**src/rtl/switch_led_pkg.sv**
```systemverilog
// rtl/switch_led_pkg.sv - shared LED mode encoding and debounce counter sizing
package switch_led_pkg;

    typedef enum logic [1:0] {
        FOLLOW = 2'b00,
        TOGGLE = 2'b01,
        BLINK  = 2'b10,
        OFF    = 2'b11
    } led_mode_t;

    function automatic int debounce_width(input int cycles);
        return $clog2(cycles + 1);
    endfunction

endpackage

```
**src/rtl/switch_debounce.sv**
```systemverilog
// rtl/switch_debounce.sv - one channel: 2-flop synchroniser, debouncer, rise detector
module switch_debounce
    import switch_led_pkg::*;
#(
    parameter int DEBOUNCE_CYCLES = 1000
) (
    input  logic clk,
    input  logic rst,
    input  logic switch,
    output logic level,
    output logic rise
);

    localparam int CW = debounce_width(DEBOUNCE_CYCLES);
    localparam logic [CW-1:0] LAST = CW'(DEBOUNCE_CYCLES - 1);

    logic          sync1;
    logic          sync2;
    logic [CW-1:0] count;

    always_ff @(posedge clk) begin
        if (rst) begin
            sync1 <= 1'b0;
            sync2 <= 1'b0;
            count <= '0;
            level <= 1'b0;
            rise  <= 1'b0;
        end else begin
            sync1 <= switch;
            sync2 <= sync1;
            rise  <= 1'b0;
            if (sync2 == level) begin
                count <= '0;
            end else if (count == LAST) begin
                // rise is registered alongside level so it marks a 0->1 acceptance
                level <= ~level;
                rise  <= ~level;
                count <= '0;
            end else begin
                count <= count + CW'(1);
            end
        end
    end

endmodule

```
**src/rtl/switch_led_bank.sv**
```systemverilog
// rtl/switch_led_bank.sv - N debounced switch channels driving LEDs in a global mode
module switch_led_bank
    import switch_led_pkg::*;
#(
    parameter int N                 = 4,
    parameter int DEBOUNCE_CYCLES   = 1000,
    parameter int BLINK_HALF_PERIOD = 25_000_000
) (
    input  logic         clk,
    input  logic         rst,
    input  logic [N-1:0] switch,
    input  logic [1:0]   mode,
    output logic [N-1:0] led,
    output logic [N-1:0] press,
    output logic [N-1:0] level
);

    localparam int BW = $clog2(BLINK_HALF_PERIOD + 1);
    localparam logic [BW-1:0] BLAST = BW'(BLINK_HALF_PERIOD - 1);

    logic [N-1:0]  rise;
    logic [N-1:0]  tog;
    logic [N-1:0]  tog_next;
    logic [N-1:0]  led_next;
    logic [BW-1:0] blink_count;
    logic          phase;
    led_mode_t     mode_sel;

    for (genvar i = 0; i < N; i++) begin : g_chan
        switch_debounce #(
            .DEBOUNCE_CYCLES(DEBOUNCE_CYCLES)
        ) u_debounce (
            .clk   (clk),
            .rst   (rst),
            .switch(switch[i]),
            .level (level[i]),
            .rise  (rise[i])
        );
    end

    // press is rise delayed one cycle, so toggling on rise lines the LED up with press
    assign tog_next = tog ^ rise;
    assign mode_sel = led_mode_t'(mode);

    always_comb begin
        led_next = '0;
        case (mode_sel)
            FOLLOW:  led_next = level;
            TOGGLE:  led_next = tog_next;
            BLINK:   led_next = level & {N{phase}};
            default: led_next = '0;
        endcase
    end

    always_ff @(posedge clk) begin
        if (rst) begin
            blink_count <= '0;
            phase       <= 1'b0;
        end else if (blink_count == BLAST) begin
            blink_count <= '0;
            phase       <= ~phase;
        end else begin
            blink_count <= blink_count + BW'(1);
        end
    end

    always_ff @(posedge clk) begin
        if (rst) begin
            tog   <= '0;
            press <= '0;
            led   <= '0;
        end else begin
            tog   <= tog_next;
            press <= rise;
            led   <= led_next;
        end
    end

endmodule
```
**config.mk**
```make
export PLATFORM = sky130hd
export DESIGN_NAME = switch_led_bank
export DESIGN_NICKNAME = d
export VERILOG_FILES = /design/src/rtl/switch_led_pkg.sv /design/src/rtl/switch_debounce.sv /design/src/rtl/switch_led_bank.sv
export SDC_FILE = /design/constraint.sdc
export NUM_CORES = 1
export LEC_CHECK = 0
export ABC_AREA = 1
export CAP_MARGIN = 10
export CORE_MARGIN = 2
export CORE_UTILIZATION = 55
export CTS_BUF_LIST = sky130_fd_sc_hd__clkbuf_8
export DETAILED_ROUTE_END_ITERATION = 10
export PLACE_DENSITY = 0.74
export SLEW_MARGIN = 20
export SYNTH_ARGS = -nofsm -noshare
export SYNTH_HDL_FRONTEND = slang
export SYNTH_SLANG_ARGS = --single-unit
```
**constraint.sdc**
```tcl
create_clock -name clk -period 1.8 [get_ports clk]
set_input_delay 0.36 -clock clk [delete_from_list [all_inputs] [get_ports clk]]
set_output_delay 0.36 -clock clk [all_outputs]
set_load 0.01 [all_outputs]
```
==> results of run 1 <==
## registers in the layout (all words and copies together), names as in the netlist
name / count
blink_count: 25
g_chan.u_debounce.count: 40
led: 4
g_chan.u_debounce.sync2: 4
g_chan.u_debounce.level: 4
tog: 4
phase: 1
g_chan.u_debounce.rise: 4
press: 4
g_chan.u_debounce.sync1: 4
## Yosys cell counts
cell type,n
and2_1,1
nor2_1,120
buf_4,4
nor2_2,5
buf_2,1
buf_1,2
or2_2,7
nor2_4,3
nor3b_1,1
o211ai_1,1
clkinv_1,1
a21oi_1,25
o21ai_0,7
nand2_1,111
nand3_2,1
inv_1,71
ha_1,5
nand4_1,8
nand3b_1,2
dfxtp_1,94
buf_6,2
nand3_1,31
xor2_1,25
xnor2_1,9
nor3_1,13
nand2_2,5
## area by class of cell
class                           instances  area share [%]
Inverter                               72           5.900
Clock inverter                          7           2.294
Multi-Input combinational cell        380           40.26
Timing Repair Buffer                   21           5.026
Clock buffer                            9           2.704
Tap cell                               99           2.704
Sequential cell                        94           41.11
## through the flow
step           utilization [%]  cells  power [µW]  worst slack, ns  setup TNS [ns]
3_5_place_dp             60.30    666        2241         -0.01859        -0.02220
6_report                 63.49    682        3776          0.07771               0
4_1_cts                  63.48    682        3807          0.03803               0
3_3_place_gp             60.30    666        2238          0.01352               0
5_1_grt                  63.49    682        3912          0.03123               0
2_1_floorplan                -    555        2206           0.4203               0
## final timing paths
path	end	slack, ns
max reg2reg	blink_count[18]$_SDFF_PP0_	0.29
max	level[1]	0.08
min	g_chan[0].u_debounce.sync2$_SDFF_PP0_	0.40
min reg2reg	g_chan[0].u_debounce.sync2$_SDFF_PP0_	0.40
## power groups by stage
| stage | Clock (µW) | Sequential [µW] | Combinational, µW |
|---|---|---|---|
| 4_1_cts | 1610 | 2110 | 87.6 |
| 2_1_floorplan | 0 | 2150 | 54.4 |
| 5_1_grt | 1710 | 2110 | 98.4 |
| 3_5_place_dp | 0 | 2150 | 87.4 |
| 3_3_place_gp | 0 | 2150 | 84.8 |
| 6_report | 1590 | 2100 | 86.0 |
## kinds of logic (layout without fill, tap and decap cells)
logic type / count (synthesis) / after routing
xor gates and xnor gates: 34 / 34
AOI/OAI and AO/OA: 33 / 33
DFF: 94 / 94
adders and majority gates: 5 / 5
and+or+nand+nor: 308 / 308
buffers and inverters: 81 / 109
## routing by layer
layer / part of all wire, % / wire length (µm)
met3: 3.0 / 213
met2: 44 / 3081
met1: 51 / 3601
met5: 0 / 0
met4: 1.8 / 127
==> impl_metrics.yaml, run 1 <==
timing:
  setup_violations: 0
  hold_slack_ns: 0.3985
  finalHoldViolCount: 0
  fin_crit_ns: 1.722
  drv_slew: 0
  fmax_mhz: 580.6
  fin_crit_sh_pct: 95.68
  rsz0062_at_grt: "false"
  slew_headroom_pct: 71.17
  final.setup_skew_ns: 0.01064
  tightest_slew_ns: 0.4292
yosys:
  synthXorXnorAreaFrac_pct: 7.332
  netlist_area_um2: 4061
  synth_adder_area_share_pct: 1.540
  ys_seq_area_share_pct: 46.33
  synthCells: 555
  synth_top_family_by_area: "simple AND/OR/NAND/NOR gates"
  yosys_warnings: 0
  synthTopCellsByArea: "dfxtp_1, nor2_1, nand2_1"
  netlist.area_leader.share_pct: 46.33
  synth_area_leader_cell: "dfxtp_1"
  synthMuxAreaShare_pct: 0
  syn_avg_cell_area_um2: 7.318
  synth_compound_area_share_pct: 4.128
  ys_ff_latch: 94
  yosysUniqueCellTypes: 26
  yosys.area_share.simple_pct: 32.41
  synth_fp_nets: 568
critical_path:
  critPathCaptureType: "output pin"
  reg2reg_from: "blink_count[0]$_SDFF_PP0_"
  worstPathArrival_ns: 1.36
  critPathSlowestCell: "clkdlybuf4s50_1"
  critPathMaxStageDelay_ns: 0.57
  reg2regPathDepth: 9
  worstSetupPathType: "reg -> out"
  critical_path.cell_chain: "clkdlybuf4s50_1"
  worstPathRequired_ns: 1.44
  cp-start-kind: "flop"
  cp.buffers_inverters: 1
  path_max_fanout: 4
  critPathLaunch: "g_chan[1].u_debounce.level$_SDFFE_PP0P_"
  path_depth: 1
  path_delay_family: "buffers and inverters"
global_routing:
  use_met2_pct: 30.05
  grt_max_degree: 27
  top_usage_layer: "met2"
  grt_pass1_vias: 2970
  antenna_found_initial: 0
  gr-total-overflow: 0
  grt_pass1_wl_um: 12570
  met3_usage_pct: 3.688
  grt_use_total_pct: 18.69
  met1_usage_pct: 24.60
floorplanning:
  die_x_um: 89.93
  start_util_pct: 56.30
  io_pins: 20
  core-area_um2: 7214
  fp-row-count: 31
  fp.dieH_um: 89.93
  dieArea_um2: 8087
clock_network:
  post_cts_buffers: 0
  cts_repair_resize_count: 0
  path_clk_slew_ns: 0.10
  cts_buffers: 9
  h-tree-depth: 3
  ctsHoldBuffers: 0
  clockBufferDepth: 2
  cts_tree: "yes"
  root_buffer: "clkbuf_8"
  clock_sinks: 94
  clock_latency_ns: 0.37
power:
  p_per_area_nw_per_um2: 824.4
  power_frac_comb_pct: 2.3
  p_sw_share_pct: 22.32
  seqPwrFrac_pct: 55.7
  power.internal_uw: 2933
  peakVddDrop_mv: 0.6361
  leakage_uw: 0.001622
  power_switching_uw: 842.8
  clkPwrFrac_pct: 42.0
final_layout:
  regArea_um2: 1883
  design_area_um2: 4581
  drive_gt1_share_pct: 6.861
  layout_commonest_cell: "nor2_1"
  nets: 591
  final_cell_mix: "nor2_1, nand2_1, dfxtp_1"
  syn2layout_area_growth_pct: 12.78
  diodes: 0
  multi_input_area_um2: 1844
  nFillCells: 664
drt:
  vias: 3255
  drt_iter0_markers: 126
  drt-vias-per-instance: 4.773
  antenna_left: 0
  wire_per_inst_um: 10.30
  wirelength_um: 7023
  drc: 0
  dr.pass1.iters: 4
place:
  dp_hpwl_um: 5112
  io_buffer_count: 19
  placedInstanceArea_um2: 4350
  place.gp.congestion: 0.8127
status:
  outcome: "complete, no violations"
min_path:
  holdPathStages: 2
  hold_start: "g_chan[0].u_debounce.sync1$_SDFF_PP0_"
  hold_path.class: "reg -> reg"
run:
  cap_violations: 0
(Power assumes the default switching activity.)
==> run 2, diff against run 1 <==
--- a/config.mk
+++ b/config.mk
@@ -8,10 +8,9 @@
 export ABC_AREA = 1
 export CAP_MARGIN = 10
 export CORE_MARGIN = 2
-export CORE_UTILIZATION = 55
+export CORE_UTILIZATION = 40
 export CTS_BUF_LIST = sky130_fd_sc_hd__clkbuf_8
 export DETAILED_ROUTE_END_ITERATION = 10
-export PLACE_DENSITY = 0.74
 export SLEW_MARGIN = 20
 export SYNTH_ARGS = -nofsm -noshare
 export SYNTH_HDL_FRONTEND = slang
==> impl_metrics.yaml, run 2 (synthesized netlist as in run 1, its figures left out) <==
place:
  dp_hpwl_um: 5230
  place.gp.congestion: 0.8306
  io_buffer_count: 19
floorplanning:
  fp-row-count: 36
  core-area_um2: 9819
  die_x_um: 104.8
  dieArea_um2: 10980
  io_pins: 20
  start_util_pct: 41.36
  fp.dieH_um: 104.8
status:
  outcome: "complete, no violations"
drt:
  wire_per_inst_um: 10.03
  drc: 0
  vias: 3250
  drt_iter0_markers: 101
  top_layer_used: "met4"
  wirelength_um: 7190
  antenna_left: 0
  drt-vias-per-instance: 4.533
  dr_wl_met2_um: 3132
  route.met3.wl_um: 252
  wl_met1_um: 3705
  dr.pass1.iters: 4
final_layout:
  syn2layout_area_growth_pct: 13.03
  largest_register_ffs: 40
  layout_commonest_cell: "nor2_1"
  nets: 592
  final_cell_mix: "nor2_1, nand2_1, dfxtp_1"
  final_core_util_pct: 46.75
  diodes: 0
  drive_gt1_share_pct: 6.849
  largest-register: "g_chan.u_debounce.count"
  largest_registers: "g_chan.u_debounce.count: 40 flops, blink_count: 25 flops"
clock_network:
  path_clk_slew_ns: 0.11
  cts_tree: "yes"
  clockBufferDepth: 2
  h-tree-depth: 3
  root_buffer: "clkbuf_8"
  post_cts_buffers: 0
  cts_buffers: 9
  cts_repair_resize_count: 0
  ctsHoldBuffers: 0
  clock_sinks: 94
  clock_latency_ns: 0.37
critical_path:
  critPathSlowestCell: "clkdlybuf4s50_1"
  critPathCaptureType: "output pin"
  worstPathRequired_ns: 1.44
  path_depth: 1
  path_delay_family: "buffers and inverters"
  path_max_fanout: 4
  reg2regPathDepth: 7
  worstPathArrival_ns: 1.34
  cp-start-kind: "flop"
  cp.buffers_inverters: 1
  critical_path.cell_chain: "clkdlybuf4s50_1"
  worstSetupPathType: "reg -> out"
  critPathMaxStageDelay_ns: 0.57
timing:
  setup_violations: 0
  finalHoldViolCount: 0
  slew_headroom_pct: 73.91
  fin_crit_sh_pct: 94.42
  fin_crit_ns: 1.700
  final.setup_skew_ns: 0.01305
  fmax_mhz: 588.4
  tightest_slew_ns: 0.3902
  drv_slew: 0
  rsz0062_at_grt: "false"
power:
  leakage_uw: 0.001624
  p_per_area_nw_per_um2: 769.0
  p_total_uw: 3530
  peakVddDrop_mv: 0.4008
min_path:
  hold_path.class: "reg -> reg"
  holdPathStages: 2
global_routing:
  gr-total-overflow: 0
  grt_max_degree: 27
  grt_pass1_vias: 2955
  grt_pass1_wl_um: 12570
  antenna_found_initial: 0
  grt_use_total_pct: 13.86
run:
  cap_violations: 0
run 2: changes by cell type in the layout (fill, tap and decap cells not counted), sizes merged:
cell	before	now
buf	2	3
clkinvlp	1	2
dlymetal6s2s	0	1
bufinv	2	0
clkinv	3	2
inv	73	75
clkdlybuf4s50	19	18
run 2: worst min-delay path, delay by kind of cell (launching register included):
kind                   cells  cell delay (ns)
and+or+nand+nor            1             0.03
buffers and inverters      1             0.04
DFF                        1             0.31
run 2: cell type report:
| type | count | area, µm² |
|---|---|---|
| Clock buffer | 9 | 123.9 |
| Fill cell | 1025 | 5229 |
| Timing Repair Buffer | 22 | 240.2 |
| Inverter | 72 | 270.3 |
| Multi-Input combinational cell | 380 | 1844 |
| Sequential cell | 94 | 1882 |
| Tap cell | 133 | 166.4 |
| Clock inverter | 7 | 63.81 |
run 2: stage by stage:
step	hold slack, ns	instances	setup WS [ns]	area, µm²	TNS, ns
4_1_cts	0.4100	717	0.03805	4588	0
5_1_grt	0.4240	717	0.01085	4591	0
3_5_place_dp	0.3938	701	-0.05903	4400	-0.4043
3_3_place_gp	0.3902	701	-0.02574	4400	-0.07795
6_report	0.4096	717	0.1004	4591	0
2_1_floorplan	0.3883	555	0.4203	4061	0
run 2: path summary, 6_finish.rpt:
path	slack, ns	startpoint	endpoint
setup / recovery	0.10	g_chan[1].u_debounce.level$_SDFFE_PP0P_	level[1]
hold / removal	0.41	g_chan[0].u_debounce.sync1$_SDFF_PP0_	g_chan[0].u_debounce.sync2$_SDFF_PP0_
setup reg to reg	0.22	blink_count[0]$_SDFF_PP0_	blink_count[10]$_SDFF_PP0_
hold reg to reg	0.41	g_chan[0].u_debounce.sync1$_SDFF_PP0_	g_chan[0].u_debounce.sync2$_SDFF_PP0_
run 2: power by group:
part           internal (µW)  switching [µW]  total (µW)  leakage [µW]
clock network            533             804        1340     0.0000903
registers               2090            10.3        2110      0.000759
logic                   37.5            49.9        87.4      0.000775
run 2: routing by layer:
metal / vias to the layer above / track usage (%)
met1: 1450 / 17.81
met4: 0 / 4.381
li1: 1749 / -
met2: 42 / 22.08
met5: - / 0
met3: 9 / 4.492
